File: config.mk
export PLATFORM = sky130hd
export DESIGN_NAME = mux_rr_sel
export DESIGN_NICKNAME = d
export VERILOG_FILES = /design/src/rtl/mux_rr_sel.sv
export SDC_FILE = /design/constraint.sdc
export NUM_CORES = 1
export LEC_CHECK = 0
export CAP_MARGIN = 10
export CORE_MARGIN = 2
export CORE_UTILIZATION = 36
export DETAILED_ROUTE_END_ITERATION = 7
export PLACE_DENSITY = 0.71
export RECOVER_POWER = 50
export SLEW_MARGIN = 20
export SYNTH_ARGS = -nofsm -noshare
export SYNTH_HDL_FRONTEND = slang
export SYNTH_SLANG_ARGS = --single-unit
File: constraint.sdc
create_clock -name clk -period 3.55 [get_ports clk]
set_input_delay 0.71 -clock clk [delete_from_list [all_inputs] [get_ports clk]]
set_output_delay 0.71 -clock clk [all_outputs]
set_load 0.01 [all_outputs]
File: src/rtl/mux_rr_sel.sv
// Round-robin select stage for a 2:1 mux with bounded bursts and a 1-deep valid/ready output register.
// Optional per-channel accepted-beat counters (cnt0/cnt1) when SEL_STATS_EN is defined.
module mux_rr_sel #(
    parameter int WIDTH = 1,
    parameter int HOLD  = 4
) (
    input  logic             clk,
    input  logic             rst,
    input  logic [WIDTH-1:0] d0,
    input  logic [WIDTH-1:0] d1,
    input  logic             req0,
    input  logic             req1,
    input  logic             out_rdy,
    output logic             gnt0,
    output logic             gnt1,
    output logic             s,
    output logic [WIDTH-1:0] y,
    output logic             y_vld
`ifdef SEL_STATS_EN
    ,
    output logic [7:0]       cnt0,
    output logic [7:0]       cnt1
`endif
);

    localparam int CW = (HOLD < 1) ? 1 : $clog2(HOLD + 1);
    localparam logic [CW-1:0] HOLD_C = CW'(HOLD);

    typedef enum logic [1:0] {
        IDLE = 2'd0,
        OWN0 = 2'd1,
        OWN1 = 2'd2
    } state_t;

    state_t        state;
    logic [CW-1:0] cnt;
    logic          last;
    logic          w;
    logic          accept;
    logic          keep_owner;
    state_t        win_state;
    logic [CW-1:0] cnt_next;

    // Owner keeps the channel while it still requests and has burst budget left
    // (or nobody else is waiting); otherwise the other requester takes over.
    always_comb begin
        w = last;
        case (state)
            OWN0: begin
                if (req0 && ((cnt < HOLD_C) || !req1))
                    w = 1'b0;
                else if (req1)
                    w = 1'b1;
            end
            OWN1: begin
                if (req1 && ((cnt < HOLD_C) || !req0))
                    w = 1'b1;
                else if (req0)
                    w = 1'b0;
            end
            default: begin
                if (req0 && req1)
                    w = ~last;
                else if (req0)
                    w = 1'b0;
                else if (req1)
                    w = 1'b1;
            end
        endcase
    end

    // Grants are suppressed while rst is high so they clear asynchronously too.
    assign accept     = !rst && (req0 || req1) && (!y_vld || out_rdy);
    assign gnt0       = accept && !w;
    assign gnt1       = accept && w;
    assign s          = w;
    assign win_state  = w ? OWN1 : OWN0;
    assign keep_owner = (state == win_state);
    assign cnt_next   = !keep_owner ? CW'(1) :
                        (cnt == HOLD_C) ? HOLD_C : cnt + 1'b1;

    always_ff @(posedge clk or posedge rst) begin
        if (rst) begin
            state <= IDLE;
            cnt   <= '0;
            last  <= 1'b1;
            y     <= '0;
            y_vld <= 1'b0;
        end else begin
            if (accept) begin
                y     <= w ? d1 : d0;
                y_vld <= 1'b1;
                last  <= w;
                state <= win_state;
                cnt   <= cnt_next;
            end else begin
                if (out_rdy)
                    y_vld <= 1'b0;
                if (!req0 && !req1) begin
                    state <= IDLE;
                    cnt   <= '0;
                end
            end
        end
    end

`ifdef SEL_STATS_EN
    always_ff @(posedge clk or posedge rst) begin
        if (rst) begin
            cnt0 <= 8'd0;
            cnt1 <= 8'd0;
        end else begin
            if (gnt0 && (cnt0 != 8'hFF))
                cnt0 <= cnt0 + 8'd1;
            if (gnt1 && (cnt1 != 8'hFF))
                cnt1 <= cnt1 + 8'd1;
        end
    end
`endif

endmodule
; Word level (Yosys, flattened, before mapping)
; Cells that the tools add are included.
[op_classes]
addsub = 1
order_cmp = 1
eq_ne = 4
muxes = 17
n_bitwise = 1
n_reduce_logical = 19
[ops]
columns = op, count
row1 = two-way mux 3 bit, 4
row2 = two-way mux 1 bit, 9
row3 = logical AND 1 bit, 8
row4 = two-way mux 2 bit, 3
row5 = zero test 1 bit, 5
row6 = logical OR 1 bit, 4
row7 = nonzero test 2 bit, 2
row8 = adder 3 x 1 -> 3 bit (second input constant), 1
row9 = == test 3 bit (second input constant), 1
row10 = < comparator 3 bit (second input constant), 1
row11 = == test 2 x 1 -> 1 bit (second input constant), 1
row12 = == test 2 bit, 1
row13 = == test 2 bit (second input constant), 1
row14 = case mux 1 bit (2 select lines), 1
row15 = NOT 1 bit, 1
[totals]
reg_bits = 8
inputBits = 7
output_inout_bits = 5
wordCells = 48

; Longest topological paths before layout
; Gate-level depths: netlist (run 1).
[depth]
word_depth = 9
depth_mapped = 7
depth_no_buf = 7

; Worst setup path before layout (run 1)
; Ideal clock, no wire load.
[synth_timing]
path_kind = reg2out
startpoint = register state[0]
endpoint = output port gnt1
t_arrival_ns = 1.632
slack_ns = 1.208
path_stages_with_launch = 7
n_path_buf = 0
path_cell_list = dfrtp_1 inv_1 ha_1 nand2_1 o21ai_2 a221oi_4 and2_1
[synth_between]
elab_chain_cells = 3
elab_cells_between_ends = 4
classes_between = eq/ne (2) / mux (1) / reduce/logical (1)
[synth_rtl]
columns = element, line_no
row1 = start: declaration, 35  ; state_t state;
row2 = start signal: assignment, 94  ; state <= win_state;
row3 = == test 2 bit or == test 2 x 1 -> 1 bit (tied branches), 48  ; case (state)
row4 = case mux 1 bit (2 select lines) *, 48
row5 = net s, 16  ; output logic s,
row6 = logical AND 1 bit *, 75  ; assign gnt1 = accept && w;
row7 = end: declaration, 15  ; output logic gnt1,
; The timed path passes the listed nets; every way through them passes the cells marked *.

; Final worst setup path (run 1)
[layout_timing]
startpoint = input port req0
endpoint = output port gnt0
[layout_between]
elab_chain_cells = 7
elab_cells_between_ends = 16
classes_between = mux (6) / reduce/logical (10)
[layout_rtl]
columns = element, line_no
row1 = start: declaration, 11  ; input logic req0,
row2 = zero test 1 bit, 56  ; if (req1 && ((cnt < HOLD_C) || !req0))
row3 = logical OR 1 bit, 56
row4 = logical AND 1 bit, 56
row5 = two-way mux 1 bit, 56
row6 = case mux 1 bit (2 select lines), 48
row7 = zero test 1 bit, 74  ; assign gnt0 = accept && !w;
row8 = logical AND 1 bit *, 74
row9 = end: declaration, 14  ; output logic gnt0,
; Every way passes the cells marked *; elsewhere a longest branch is shown, timed or not.

==> results of run 1 <==
==> worst max-delay path by stage <==
stage,to,startpoint,slack (ns),cells after the start
finish,gnt0,req0,0.20,5
floorplan,gnt1,state[0],1.21,6
global route,gnt0,req0,0.08,5
detailed placement,gnt0,req0,0.28,5
CTS,gnt0,req0,0.27,5
global placement,gnt0,req0,0.32,5
==> per-layer routing <==
layer  wire length, microns  share of wire (%)  track usage [%]  up-vias
met5                      0                  0                0        -
met4                     22                1.8             9.38        0
met3                     52                4.3             2.55        4
met2                    612                 50             23.3       17
met1                    529                 43             18.5      223
li1                       -                  -                -      235
==> worst register-to-register path, cell delays in order, from the launching register on <==
cell	delay, ns
sky130_fd_sc_hd__dfrtp_1	0.39
sky130_fd_sc_hd__inv_1	0.07
sky130_fd_sc_hd__ha_1	0.33
sky130_fd_sc_hd__nand2_1	0.10
sky130_fd_sc_hd__o21ai_2	0.07
sky130_fd_sc_hd__a221oi_4	0.32
sky130_fd_sc_hd__buf_4	0.20
sky130_fd_sc_hd__mux2_4	0.31
sky130_fd_sc_hd__a32o_1	0.25
==> state kept, by name (all words and copies together), names as in the netlist <==
| name | count |
|---|---|
| y_vld | 1 |
| last | 1 |
| state | 2 |
| y | 1 |
| cnt | 3 |
==> per-stage QoR <==
stage	hold slack [ns]	utilization, %	setup WS [ns]	std cells
2_1_floorplan	0.491	-	1.21	57
6_report	0.530	48.4	0.205	88
4_1_cts	0.533	48.4	0.270	88
3_3_place_gp	0.516	46.6	0.319	84
3_5_place_dp	0.519	46.6	0.284	84
5_1_grt	0.546	48.4	0.0823	88
==> cell families (layout without fill, tap and decap cells) <==
kind of cell,count (synthesis),after routing
simple gates,18,18
compound gates,17,17
flops,8,8
buf+inv,7,22
fa+ha+maj,4,4
mux,3,3
==> cell type report <==
cell class	count	area (sq um)	area share (%)
well taps	16	20.0	2.85
flip-flops and latches	8	201	28.6
clock buffers	4	26.3	3.74
inverters	6	22.5	3.20
multi-input cells	42	315	44.8
repair buffers	12	118	16.7
==> power by group through the flow <==
stage / combinational [W] / clock (W) / sequential, W
2_1_floorplan: 0.000144 / 0 / 0.000138
3_3_place_gp: 0.000215 / 0 / 0.000140
3_5_place_dp: 0.000221 / 0 / 0.000142
4_1_cts: 0.000223 / 0.0000761 / 0.000141
5_1_grt: 0.000242 / 0.0000821 / 0.000144
6_report: 0.000219 / 0.0000729 / 0.000141
==> cells in the mapped netlist (2+ instances only) <==
cell type,count
sky130_fd_sc_hd__nor2_1,8
sky130_fd_sc_hd__dfrtp_1,7
sky130_fd_sc_hd__inv_1,5
sky130_fd_sc_hd__ha_1,4
sky130_fd_sc_hd__a21o_1,3
sky130_fd_sc_hd__nand2_1,3
sky130_fd_sc_hd__a21oi_1,2
sky130_fd_sc_hd__mux2i_1,2
sky130_fd_sc_hd__o211ai_1,2
sky130_fd_sc_hd__o21ai_1,2
==> summary.txt, run 1 <==
Min path
  • Worst Hold Launch: last
  • Class of the worst hold path: reg2reg
  • Cells on Worst Hold Path: 1
  • Endpoint with the worst hold slack: last

Run status
  • Status: completed

Floorplanning
  • Area of the core: approximately 0.0015 sq mm
  • I/O pin count: 12
  • DIE WIDTH: 42.8 microns
  • Site Rows: 14
  • Initial standard-cell utilization of the core: a little under two fifths
  • Die outline area: roughly 0.0018 sq mm
  • Vert. Die Dim: between 40 and 50 microns

Pwr
  • Reported leakage power: 0.321 nW
  • Cell Pwr Density: a little over 600 mW/mm^2
  • Total power consumption of the routed design: 0.000433 W
  • Flop pwr share: roughly 33%
  • Internal Power: between 0.0002 and 0.0003 W
  • Power dissipated by switching net loads: 0.000162 W
  • Switching share of power: 37.4%
  • Logic gate share of total power: 50.6%
  • Clock network fraction of design power: 16.8%
  • Maximum ir drop on the vdd rail: around 0.29 mV

Routing
  • Total iterations of the first detailed-routing run: 4
  • Average via count per standard cell: 5.44
  • Violation count after the first detailed-routing iteration: 10
  • Remaining routing DRC violations: 0
  • Total routed wirelength: 1220 microns
  • Detailed-route wire length per cell: between 10 and 15 microns
  • DR vias: 479
  • Residual antenna-violating net count after detailed routing: 0

Critical path
  • Arr. time, crit path: 2.64 ns
  • Nature of the critical path startpoint: input pin
  • Crit Path Max Fanout: 6
  • Cell breakdown of the critical path: dlygate4sd3_1 -> nor2_1 -> or3_1 -> nor2_1 -> clkdlybuf4s50_1
  • Count of buffer and inverter cells on the critical path: 2
  • Kind of critical path: in2out
  • Critical-path cell with the highest stage delay: sky130_fd_sc_hd__dlygate4sd3_1
  • Crit end category: output port
  • Crit path required time: between 2 and 3 ns
  • Terminus of the critical flop-to-flop path: cnt[1]
  • Longest individual stage delay on the worst path: 0.65 ns
  • R2R Setup Slk: 1.38 ns
  • Cell mode on critical path: sky130_fd_sc_hd__nor2_1
  • Source of the worst register-to-register timing path: state[0]
  • Largest delay contributor family on the critical path: buffers and inverters
  • R2r worst-path depth: 8

Synthesis
  • Proportion of netlist area held by the largest area contributor: approximately a third
  • Fraction of the mapped netlist area in adder cells: under 10%
  • Mapped Cells: 57
  • XOR/XNOR Fraction of Synth Area: 0%
  • Compound-cell area share of the yosys netlist: 25.8%
  • Cell area after synthesis: between 500 and 600 sq um
  • Area leader, netlist: sky130_fd_sc_hd__dfrtp_1
  • Leading post-synthesis cells by cell area: sky130_fd_sc_hd__dfrtp_1 (32%), sky130_fd_sc_hd__ha_1 (9.2%), sky130_fd_sc_hd__nor2_1 (5.5%)
  • EDFF count, synth: 0
  • Flip-flop and latch count after synthesis: 8
  • Avg Synthesized Cell Area: 9.53 sq um
  • Fraction of the mapped netlist area in simple logic gates: 16.6%
  • Commonest register cell after synthesis: sky130_fd_sc_hd__dfrtp_1
  • Synth Warn #: 0
  • Distinct cells, synth: 29
  • Multiplexer share of the synthesized area: about 6.5%
  • Sequential area share after synthesis: 37.1%
  • Async SR Flop Fraction: 100%
  • Synthesized netlist net count: between 60 and 70
  • Largest family of logic cells by synthesized area: compound AO/OA/AOI/OAI gates

Clock tree
  • Clock latency on the worst-skew pair: 0.25 ns
  • Clock transition at the registers of the reported paths: approximately 0.050 ns
  • TritonCTS clock tree: yes
  • Maximum level of the CTS H-tree: 1
  • Clock Root Buffer: sky130_fd_sc_hd__clkbuf_4
  • Number of buffers added to fix hold violations after cts: 0
  • Post-cts gate resize count: 0
  • Clock sinks: 8
  • Inserted Clock Buffers: 3
  • Max Buffers Root-to-Sink: 2
  • Post-CTS Setup Inserts: 0

Place
  • Area of placed instances: between 600 and 700 sq um
  • Detailed placement HPWL: a little under 1000 microns
  • Weighted congestion at the end of routability-driven global placement: roughly 0.8
  • Count of buffers from port buffering: 11

Finish
  • Share of layout cells above drive strength 1: approximately 14%
  • Final layout net count: 84
  • Layout filler cell count: 146
  • Count of antenna diodes in the layout: 0
  • Commonest cells after routing, fill and taps aside: sky130_fd_sc_hd__nor2_1 (8), sky130_fd_sc_hd__clkdlybuf4s50_1 (8), sky130_fd_sc_hd__dfrtp_1 (7), sky130_fd_sc_hd__inv_1 (5), sky130_fd_sc_hd__ha_1 (4)
  • Area added between synthesis and finish: 29.5%
  • Final design instance area without fill: 703 sq um

GRT
  • Global-route usage over all layers: roughly 15%
  • Global-route wire length before repair: a little under 2000 microns
  • Pin count of the biggest net entering global routing: 9
  • Antenna violations before repair: 0
  • Grt ovf: 0
  • Vias in the first global route: about 460

Timing
  • Share of the clock period used by the worst path: 94.2%
  • Maximum achievable frequency: roughly 0.30 GHz
  • Max-slew headroom: between 70 and 80%
  • Post-route minimum period: around 3.3 ns
  • Number of hold-slack violations in the final timing report: 0
  • Worst Max-Slew Pin Slew: 0.390 ns
  • Number of setup violations in the final report: 0
  • Setup TNS: 0 ns
  • Largest clock skew in the final design: between 0.002 and 0.0025 ns
  • RSZ-0062 raised after global routing: no
  • Max-slew violation total from the final report: 0

Job
  • Total of max-cap violations: 0
No activity file was read; power rests on OpenSTA's default activity.
==> inputs of run 2 (changes only) <==
- GPL_ROUTABILITY_DRIVEN: default -> 0
==> results of run 2 <==
No change in the layout: final DEF, timing and power equal those of run 1.
==> inputs of run 3 (changes only) <==
- SLEW_MARGIN: 20 -> 15
==> results of run 3 <==
No change in the layout: final DEF, timing and power equal those of run 1.
